===== src/rtl/bus.sv =====
// Single-cycle interconnect: instruction fetch and store buffer masters to the TCM and CLINT slaves.
// Request strobes and offsets are combinational; acks and read-data selection are registered one cycle.
module bus #(
   parameter int ADDR_WIDTH        = 32,
   parameter int INSTRUCTION_WIDTH = 32,
   parameter int FETCH_WIDTH       = 4,
   parameter int REG_DATA_WIDTH    = 32,
   parameter int BUS_DATA_WIDTH    = INSTRUCTION_WIDTH * FETCH_WIDTH,
   parameter int SIZE_WIDTH        = 2,
   parameter logic [ADDR_WIDTH-1:0] TCM_ADDR   = 32'h8000_0000,
   parameter logic [ADDR_WIDTH-1:0] TCM_SIZE   = 32'h0001_0000,
   parameter logic [ADDR_WIDTH-1:0] CLINT_ADDR = 32'h2000_0000,
   parameter logic [ADDR_WIDTH-1:0] CLINT_SIZE = 32'h0001_0000
) (
   input  logic                      clk,
   input  logic                      rst,
   input  logic [ADDR_WIDTH-1:0]     fetch_bus_addr,
   input  logic                      fetch_bus_read_req,
   output logic [BUS_DATA_WIDTH-1:0] bus_fetch_data,
   output logic                      bus_fetch_read_ack,
   input  logic [ADDR_WIDTH-1:0]     stbuf_bus_read_addr,
   input  logic [ADDR_WIDTH-1:0]     stbuf_bus_write_addr,
   input  logic [SIZE_WIDTH-1:0]     stbuf_bus_read_size,
   input  logic [SIZE_WIDTH-1:0]     stbuf_bus_write_size,
   input  logic [REG_DATA_WIDTH-1:0] stbuf_bus_data,
   input  logic                      stbuf_bus_read_req,
   input  logic                      stbuf_bus_write_req,
   output logic [REG_DATA_WIDTH-1:0] bus_stbuf_data,
   output logic                      bus_stbuf_read_ack,
   output logic                      bus_stbuf_write_ack,
   output logic [ADDR_WIDTH-1:0]     bus_tcm_fetch_addr,
   output logic                      bus_tcm_fetch_rd,
   input  logic [BUS_DATA_WIDTH-1:0] tcm_bus_fetch_data,
   output logic [ADDR_WIDTH-1:0]     bus_tcm_stbuf_read_addr,
   output logic [ADDR_WIDTH-1:0]     bus_tcm_stbuf_write_addr,
   output logic [SIZE_WIDTH-1:0]     bus_tcm_stbuf_read_size,
   output logic [SIZE_WIDTH-1:0]     bus_tcm_stbuf_write_size,
   output logic [REG_DATA_WIDTH-1:0] bus_tcm_stbuf_data,
   output logic                      bus_tcm_stbuf_rd,
   output logic                      bus_tcm_stbuf_wr,
   input  logic [BUS_DATA_WIDTH-1:0] tcm_bus_stbuf_data,
   output logic [ADDR_WIDTH-1:0]     bus_clint_read_addr,
   output logic [ADDR_WIDTH-1:0]     bus_clint_write_addr,
   output logic [SIZE_WIDTH-1:0]     bus_clint_read_size,
   output logic [SIZE_WIDTH-1:0]     bus_clint_write_size,
   output logic [REG_DATA_WIDTH-1:0] bus_clint_data,
   output logic                      bus_clint_rd,
   output logic                      bus_clint_wr,
   input  logic [BUS_DATA_WIDTH-1:0] clint_bus_data
);

   // One extra bit keeps a window that ends at the top of the address space from wrapping.
   function automatic logic in_window(input logic [ADDR_WIDTH-1:0] addr,
                                      input logic [ADDR_WIDTH-1:0] base,
                                      input logic [ADDR_WIDTH-1:0] size);
      logic [ADDR_WIDTH:0] top;
      top = {1'b0, base} + {1'b0, size};
      return ({1'b0, addr} >= {1'b0, base}) && ({1'b0, addr} < top);
   endfunction

   logic fetch_hit_tcm;
   logic rd_hit_tcm;
   logic rd_hit_clint;
   logic wr_hit_tcm;
   logic wr_hit_clint;

   logic fetch_vld_p1;
   logic rd_vld_p1;
   logic wr_vld_p1;
   logic fetch_sel_tcm_p1;
   logic rd_sel_tcm_p1;
   logic rd_sel_clint_p1;

   assign fetch_hit_tcm = in_window(fetch_bus_addr, TCM_ADDR, TCM_SIZE);
   assign rd_hit_tcm    = in_window(stbuf_bus_read_addr, TCM_ADDR, TCM_SIZE);
   assign rd_hit_clint  = in_window(stbuf_bus_read_addr, CLINT_ADDR, CLINT_SIZE);
   assign wr_hit_tcm    = in_window(stbuf_bus_write_addr, TCM_ADDR, TCM_SIZE);
   assign wr_hit_clint  = in_window(stbuf_bus_write_addr, CLINT_ADDR, CLINT_SIZE);

   // Stage p0: request side, offsets always driven, strobes gated by decode
   assign bus_tcm_fetch_addr       = fetch_bus_addr - TCM_ADDR;
   assign bus_tcm_fetch_rd         = fetch_bus_read_req & fetch_hit_tcm;

   assign bus_tcm_stbuf_read_addr  = stbuf_bus_read_addr - TCM_ADDR;
   assign bus_tcm_stbuf_write_addr = stbuf_bus_write_addr - TCM_ADDR;
   assign bus_tcm_stbuf_read_size  = stbuf_bus_read_size;
   assign bus_tcm_stbuf_write_size = stbuf_bus_write_size;
   assign bus_tcm_stbuf_data       = stbuf_bus_data;
   assign bus_tcm_stbuf_rd         = stbuf_bus_read_req & rd_hit_tcm;
   assign bus_tcm_stbuf_wr         = stbuf_bus_write_req & wr_hit_tcm;

   assign bus_clint_read_addr      = stbuf_bus_read_addr - CLINT_ADDR;
   assign bus_clint_write_addr     = stbuf_bus_write_addr - CLINT_ADDR;
   assign bus_clint_read_size      = stbuf_bus_read_size;
   assign bus_clint_write_size     = stbuf_bus_write_size;
   assign bus_clint_data           = stbuf_bus_data;
   assign bus_clint_rd             = stbuf_bus_read_req & rd_hit_clint;
   assign bus_clint_wr             = stbuf_bus_write_req & wr_hit_clint;

   // Stage p1: acks and read-path selectors, captured only for an actual request
   always_ff @(posedge clk) begin
      if (rst) begin
         fetch_vld_p1     <= 1'b0;
         rd_vld_p1        <= 1'b0;
         wr_vld_p1        <= 1'b0;
         fetch_sel_tcm_p1 <= 1'b0;
         rd_sel_tcm_p1    <= 1'b0;
         rd_sel_clint_p1  <= 1'b0;
      end else begin
         fetch_vld_p1     <= fetch_bus_read_req;
         rd_vld_p1        <= stbuf_bus_read_req;
         wr_vld_p1        <= stbuf_bus_write_req;
         fetch_sel_tcm_p1 <= fetch_bus_read_req & fetch_hit_tcm;
         rd_sel_tcm_p1    <= stbuf_bus_read_req & rd_hit_tcm;
         rd_sel_clint_p1  <= stbuf_bus_read_req & rd_hit_clint;
      end
   end

   assign bus_fetch_read_ack  = fetch_vld_p1;
   assign bus_stbuf_read_ack  = rd_vld_p1;
   assign bus_stbuf_write_ack = wr_vld_p1;

   assign bus_fetch_data = fetch_sel_tcm_p1 ? tcm_bus_fetch_data : '0;

   always_comb begin
      bus_stbuf_data = '0;
      if (rd_sel_tcm_p1)
         bus_stbuf_data = tcm_bus_stbuf_data[REG_DATA_WIDTH-1:0];
      else if (rd_sel_clint_p1)
         bus_stbuf_data = clint_bus_data[REG_DATA_WIDTH-1:0];
   end

   // Slaves return LSB-aligned load data; the upper lanes are never consumed.
   logic unused_hi;
   assign unused_hi = ^{tcm_bus_stbuf_data[BUS_DATA_WIDTH-1:REG_DATA_WIDTH],
                        clint_bus_data[BUS_DATA_WIDTH-1:REG_DATA_WIDTH]};

endmodule


===== config.mk =====
export PLATFORM = sky130hd
export DESIGN_NAME = bus
export DESIGN_NICKNAME = d
export VERILOG_FILES = /design/src/rtl/bus.sv
export SDC_FILE = /design/constraint.sdc
export NUM_CORES = 1
export LEC_CHECK = 0
export CORE_AREA = 2 2 363 365
export DETAILED_ROUTE_END_ITERATION = 10
export DIE_AREA = 0 0 365 367
export GPL_ROUTABILITY_DRIVEN = 1
export PLACE_DENSITY_LB_ADDON = 0.08
export SLEW_MARGIN = 30
export SYNTH_ARGS = -nofsm -noshare
export SYNTH_HDL_FRONTEND = slang
export SYNTH_SLANG_ARGS = --single-unit

===== constraint.sdc =====
create_clock -name clk -period 1.15 [get_ports clk]
set_input_delay 0.345 -clock clk [delete_from_list [all_inputs] [get_ports clk]]
set_output_delay 0.345 -clock clk [all_outputs]
set_load 0.01 [all_outputs]

== Word level (Yosys, flattened, before mapping) ==
Index checks and enable logic that the tools add are counted.

* Reductions and logical operators: 5
* Div/mod/pow operators: 0
* Shift-type cells: 0
* Mux-type cells: 3
* Equal/unequal tests: 0
* Multiply operators: 0
* Magnitude comparators: 10
* Bitwise operators: 5
* Add/subtract/negate cells: 5

{| class="wikitable"
|+ Operator list
! cell !! number
|-
| 128-bit 2-to-1 mux || 1
|-
| 32-bit >= comparator, second input constant || 3
|-
| 32-bit less-than comparator, second input constant || 3
|-
| 32-bit subtractor, second input constant || 3
|-
| 32-bit by 30-bit >= comparator with 1-bit output, second input constant || 2
|-
| 32-bit by 30-bit less-than comparator with 1-bit output, second input constant || 2
|-
| 32-bit 2-to-1 mux || 2
|-
| 32-bit by 30-bit subtractor with 32-bit output, second input constant || 2
|-
| 1-bit bitwise AND || 5
|-
| 1-bit logical AND || 5
|}

* Memory bits (read-only): 0
* Memory bits (writable): 0
* Memories: 0
* Input bits: 521
* Latch bits: 0
* Output and inout port bits: 400
* Register bits after elaboration: 6

== Logic depth before layout (Yosys ltp) ==
* Depth in word-level cells: 3
* Gate-level depth with buffers: 4

== Worst setup path after synthesis ==
Ideal clock, no wire load.

* Kind: input port to output port
* Start point: input stbuf_bus_write_addr[20]
* End point: output bus_clint_wr
* Stages on the path: 3
* Path buffers: 0
* Arrival time: 1.029 ns
* Setup slack: -0.224 ns
* Data required time: 0.805 ns
* Cells stage by stage: nor4b_1 -> nand4_1 -> nor3_1

* Cells in the longest elaborated chain, start to end: 3
* Elaborated cells on any way between the ends: 4
* Classes of those cells: order compare: 2; bitwise: 1; reduce/logical: 1

{| class="wikitable"
|+ Ends and longest elaborated chain
! item !! RTL line !! RTL
|-
| start, declared || 22 || <nowiki>input logic [ADDR_WIDTH-1:0] stbuf_bus_write_addr,</nowiki>
|-
| 32-bit by 30-bit >= comparator with 1-bit output or 32-bit by 30-bit less-than comparator with 1-bit output (tied branches) || 58 || <nowiki>return ({1'b0, addr} >= {1'b0, base}) && ({1'b0, addr} < top);</nowiki>
|-
| 1-bit logical AND (*) || 58 ||
|-
| 1-bit bitwise AND (*) || 98 || <nowiki>assign bus_clint_wr = stbuf_bus_write_req & wr_hit_clint;</nowiki>
|-
| end, declared || 48 || <nowiki>output logic bus_clint_wr,</nowiki>
|}

Mark *: on every way between the ends. The rest lies on a longest branch, timed or not.

== Final worst setup path ==
* Start point: register fetch_sel_tcm_p1
* End point: output bus_fetch_data[28]

* Cells in the longest elaborated chain, start to end: 1

{| class="wikitable"
|+ Ends and longest elaborated chain
! item !! RTL line !! RTL
|-
| start, declared || 70 || <nowiki>logic fetch_sel_tcm_p1;</nowiki>
|-
| start signal, assigned || 113 || <nowiki>fetch_sel_tcm_p1 <= fetch_bus_read_req & fetch_hit_tcm;</nowiki>
|-
| 128-bit 2-to-1 mux || 123 || <nowiki>assign bus_fetch_data = fetch_sel_tcm_p1 ? tcm_bus_fetch_data : '0;</nowiki>
|-
| end, declared || 19 || <nowiki>output logic [BUS_DATA_WIDTH-1:0] bus_fetch_data,</nowiki>
|}

No other way between the ends.

==> impl_metrics.csv <==
group,metric,value,unit
clocking,clockBufferDepth,2,
synthesis,ys_seq_elements,6,
status,violations,"setup timing",
global_route,grt_pass1_wl,44.6,mm
setup_path,crit_top_cell,"buf_12",
setup_path,crit_chain,"buf_12, buf_12, buf_12, buf_16, and2_4, buf_6",
clocking,cts_buffers,3,
floorplanning,dieArea,134000,um^2
clocking,clock_sinks,6,
pwr,peakVddDrop,0.368,mV
global_route,grt_use_met1,4.00,%
synthesis,ys_seq_area_share,3.69,%
pwr,power,0.00234,W
setup_path,crit_path_start,"fetch_sel_tcm_p1",
setup_path,crit_arrival,1400,ps
status,status,"finished with violations",
sta,relSlewSlack,82.3,%
final_layout,drive_gt1_share,65.2,%
detailed_routing,drt-initial-drc-count,40,
pwr,p_leak,4.04,nW
clocking,hold_buffers,0,
synthesis,syn_avg_cell_area,7.12,um^2
setup_path,cp-end-kind,"output pin",
floorplanning,fp.dieW,365,um
sta,rsz0062_at_grt,"true",
detailed_routing,wl_per_cell,13.9,um
sta,fin_ws,-598,ps
final_layout,syn2layout_area_growth,221,%
clocking,clk_pin_slew,40,ps
sta,min_period,1750,ps
sta,hold_viol_final,0,
clocking,cts_root_buffer,"clkbuf_16",
detailed_routing,num_vias,4377,
sta,tns,-82880,ps
placement,dp_slack,-1440,ps
floorplanning,core_area,130000,um^2
detailed_routing,first_pass_iters,4,
placement,gp_congestion,0.665,
setup_path,worst-path-max-fanout,8,
synthesis,yosysUniqueCellTypes,23,
job,maxCapViolCount,0,
global_route,grt_usage,4.91,%
final_layout,fin_util,7.99,%
global_route,grt_use_met3,4.42,%
setup_path,cp.depth,6,
floorplanning,row_count,133,
sta,fmax,572,MHz
setup_path,start_kind,"flop",
synthesis,syn_area,3250,um^2
placement,port_buffers,492,
sta,drv_slew,0,
sta,worst_slew_pin_slew,264,ps
hold_path,hp-class,"input pin to flop",
setup_path,critPathBufInv,5,
sta,timing.final.crit_share,152,%
floorplanning,fp.dieH,367,um
setup_path,slowest_delay,340,ps
pwr,p_per_area,224,nW/um^2
global_route,grt_use_met2,9.11,%
floorplanning,initial_utilization,2.49,%
sta,report.final.setup_viol,170,
final_layout,fin_nets,1335,
global_route,grt_pass1_vias,4927,
global_route,antenna_found_initial,12,
detailed_routing,routed_wirelength,35.7,mm
synthesis,syn_nets,980,
placement,post-dp-hpwl,31.6,mm
final_layout,nFillCells,15355,
hold_path,hp-start,"fetch_bus_read_req",
global_route,grt_max_degree,18,
setup_path,critPathTopFamily,"buffers and inverters",
detailed_routing,vias_per_cell,1.71,
clocking,cts_tree,"built",
setup_path,crit_end,"bus_fetch_data[28]",
setup_path,required,810,ps
detailed_routing,antenna_left,0,
floorplanning,ios,921,
synthesis,yosysWarnings,0,
clocking,cts_max_level,1,
synthesis,synth_cells,457,
setup_path,path_class,"flop to output pin",
global_route,grt_overflow,0,
detailed_routing,remaining_drc_errors,0,
global_route,grt-busiest-layer,"met2",
setup_path,crit_path_top_delay_cell,"dfxtp_4",
==> kinds of logic after synthesis <==
group                    synth area share (%)
buffers and inverters                    55.2
XOR/XNOR                                0.539
AND/OR/NAND/NOR                          31.4
AO/OA/AOI/OAI                            8.39
adder cells (fa/ha/maj)                 0.769
flip-flops                               3.69
==> cells in the mapped netlist (all sizes together) <==
master,n,area share [%]
nor4,6,1.8
nand2,6,0.69
and2,128,25
buf,229,52
a22o,30,8.1
ha,2,0.77
o21ai,2,0.31
nor3,7,1.1
dfxtp,6,3.7
clkbuf,15,1.7
nor4bb,1,0.31
nor2b,4,0.77
xor2,2,0.54
or3,1,0.19
nor4b,2,0.73
nor2,4,0.46
inv,9,1.0
nand4,3,0.77
==> routing by layer <==
metal	routed length (um)	up-vias	share of wire (%)
met5	116	-	0.32
met4	42	20	0.12
met3	7600	22	21
met2	17500	467	49
met1	10500	1927	29
li1	-	1941	-
==> registers in the layout, indices dropped and copies added, names as in the netlist <==
signal               flops
bus_fetch_read_ack       1
bus_stbuf_read_ack       1
bus_stbuf_write_ack      1
fetch_sel_tcm_p1         1
rd_sel_clint_p1          1
rd_sel_tcm_p1            1
==> how the worst min path moves through the flow <==
stage	to	slack, ps	cells after the start
finish	bus_fetch_read_ack	370	2
global route	bus_fetch_read_ack	390	2
CTS	bus_fetch_read_ack	460	3
detailed placement	bus_tcm_fetch_addr[0]	690	0
global placement	bus_tcm_fetch_addr[0]	690	0
floorplan	bus_fetch_read_ack	420	1
==> area by class of cell <==
cell class,instances,area (um^2),area share (%)
timing repair buffer,594,6090,58.4
tap,1755,2200,21.1
multi-input combinational,198,1890,18.1
sequential,6,129,1.24
clock buffer,4,78.8,0.756
inverter,9,40.0,0.384
antenna,1,2.50,0.0240
==> report_power, final <==
group / switching (W) / total [W] / leakage, nW / internal [W]
Combinational: 0.000513 / 0.00152 / 3.95 / 0.00101
Clock: 0.000140 / 0.000602 / 0.0382 / 0.000462
Sequential: 0.00000227 / 0.000212 / 0.0513 / 0.000210
==> metrics by stage <==
step                      std cells  area [um^2]  hold WS (ps)
after global routing           2566        10400           386
after floorplan                 457         3370           417
after CTS                      2564        10100           459
after detailed placement       2528         9440           690
after global placement         2528         9440           690
final                          2567        10400           367
==> what timing repair did <==
action,4_1_cts,5_1_grt
setup buffers,28,11
pin swaps,32,26
cloned,8,2
gates resized for setup,1366,140
setup endpoints to repair,251,199
==> placed cells by master, fill, tap and decap left out, types with 10 or more instances in the layout <==
| cell | count |
|---|---|
| buf_2 | 82 |
| clkbuf_2 | 10 |
| clkdlybuf4s50_1 | 184 |
| buf_8 | 12 |
| a22o_1 | 24 |
| buf_12 | 30 |
| and2_1 | 27 |
| clkdlybuf4s15_2 | 14 |
| buf_4 | 40 |
| and2_4 | 100 |
| buf_6 | 179 |
| dlygate4sd2_1 | 25 |
Power figures use the tool's default switching activity.
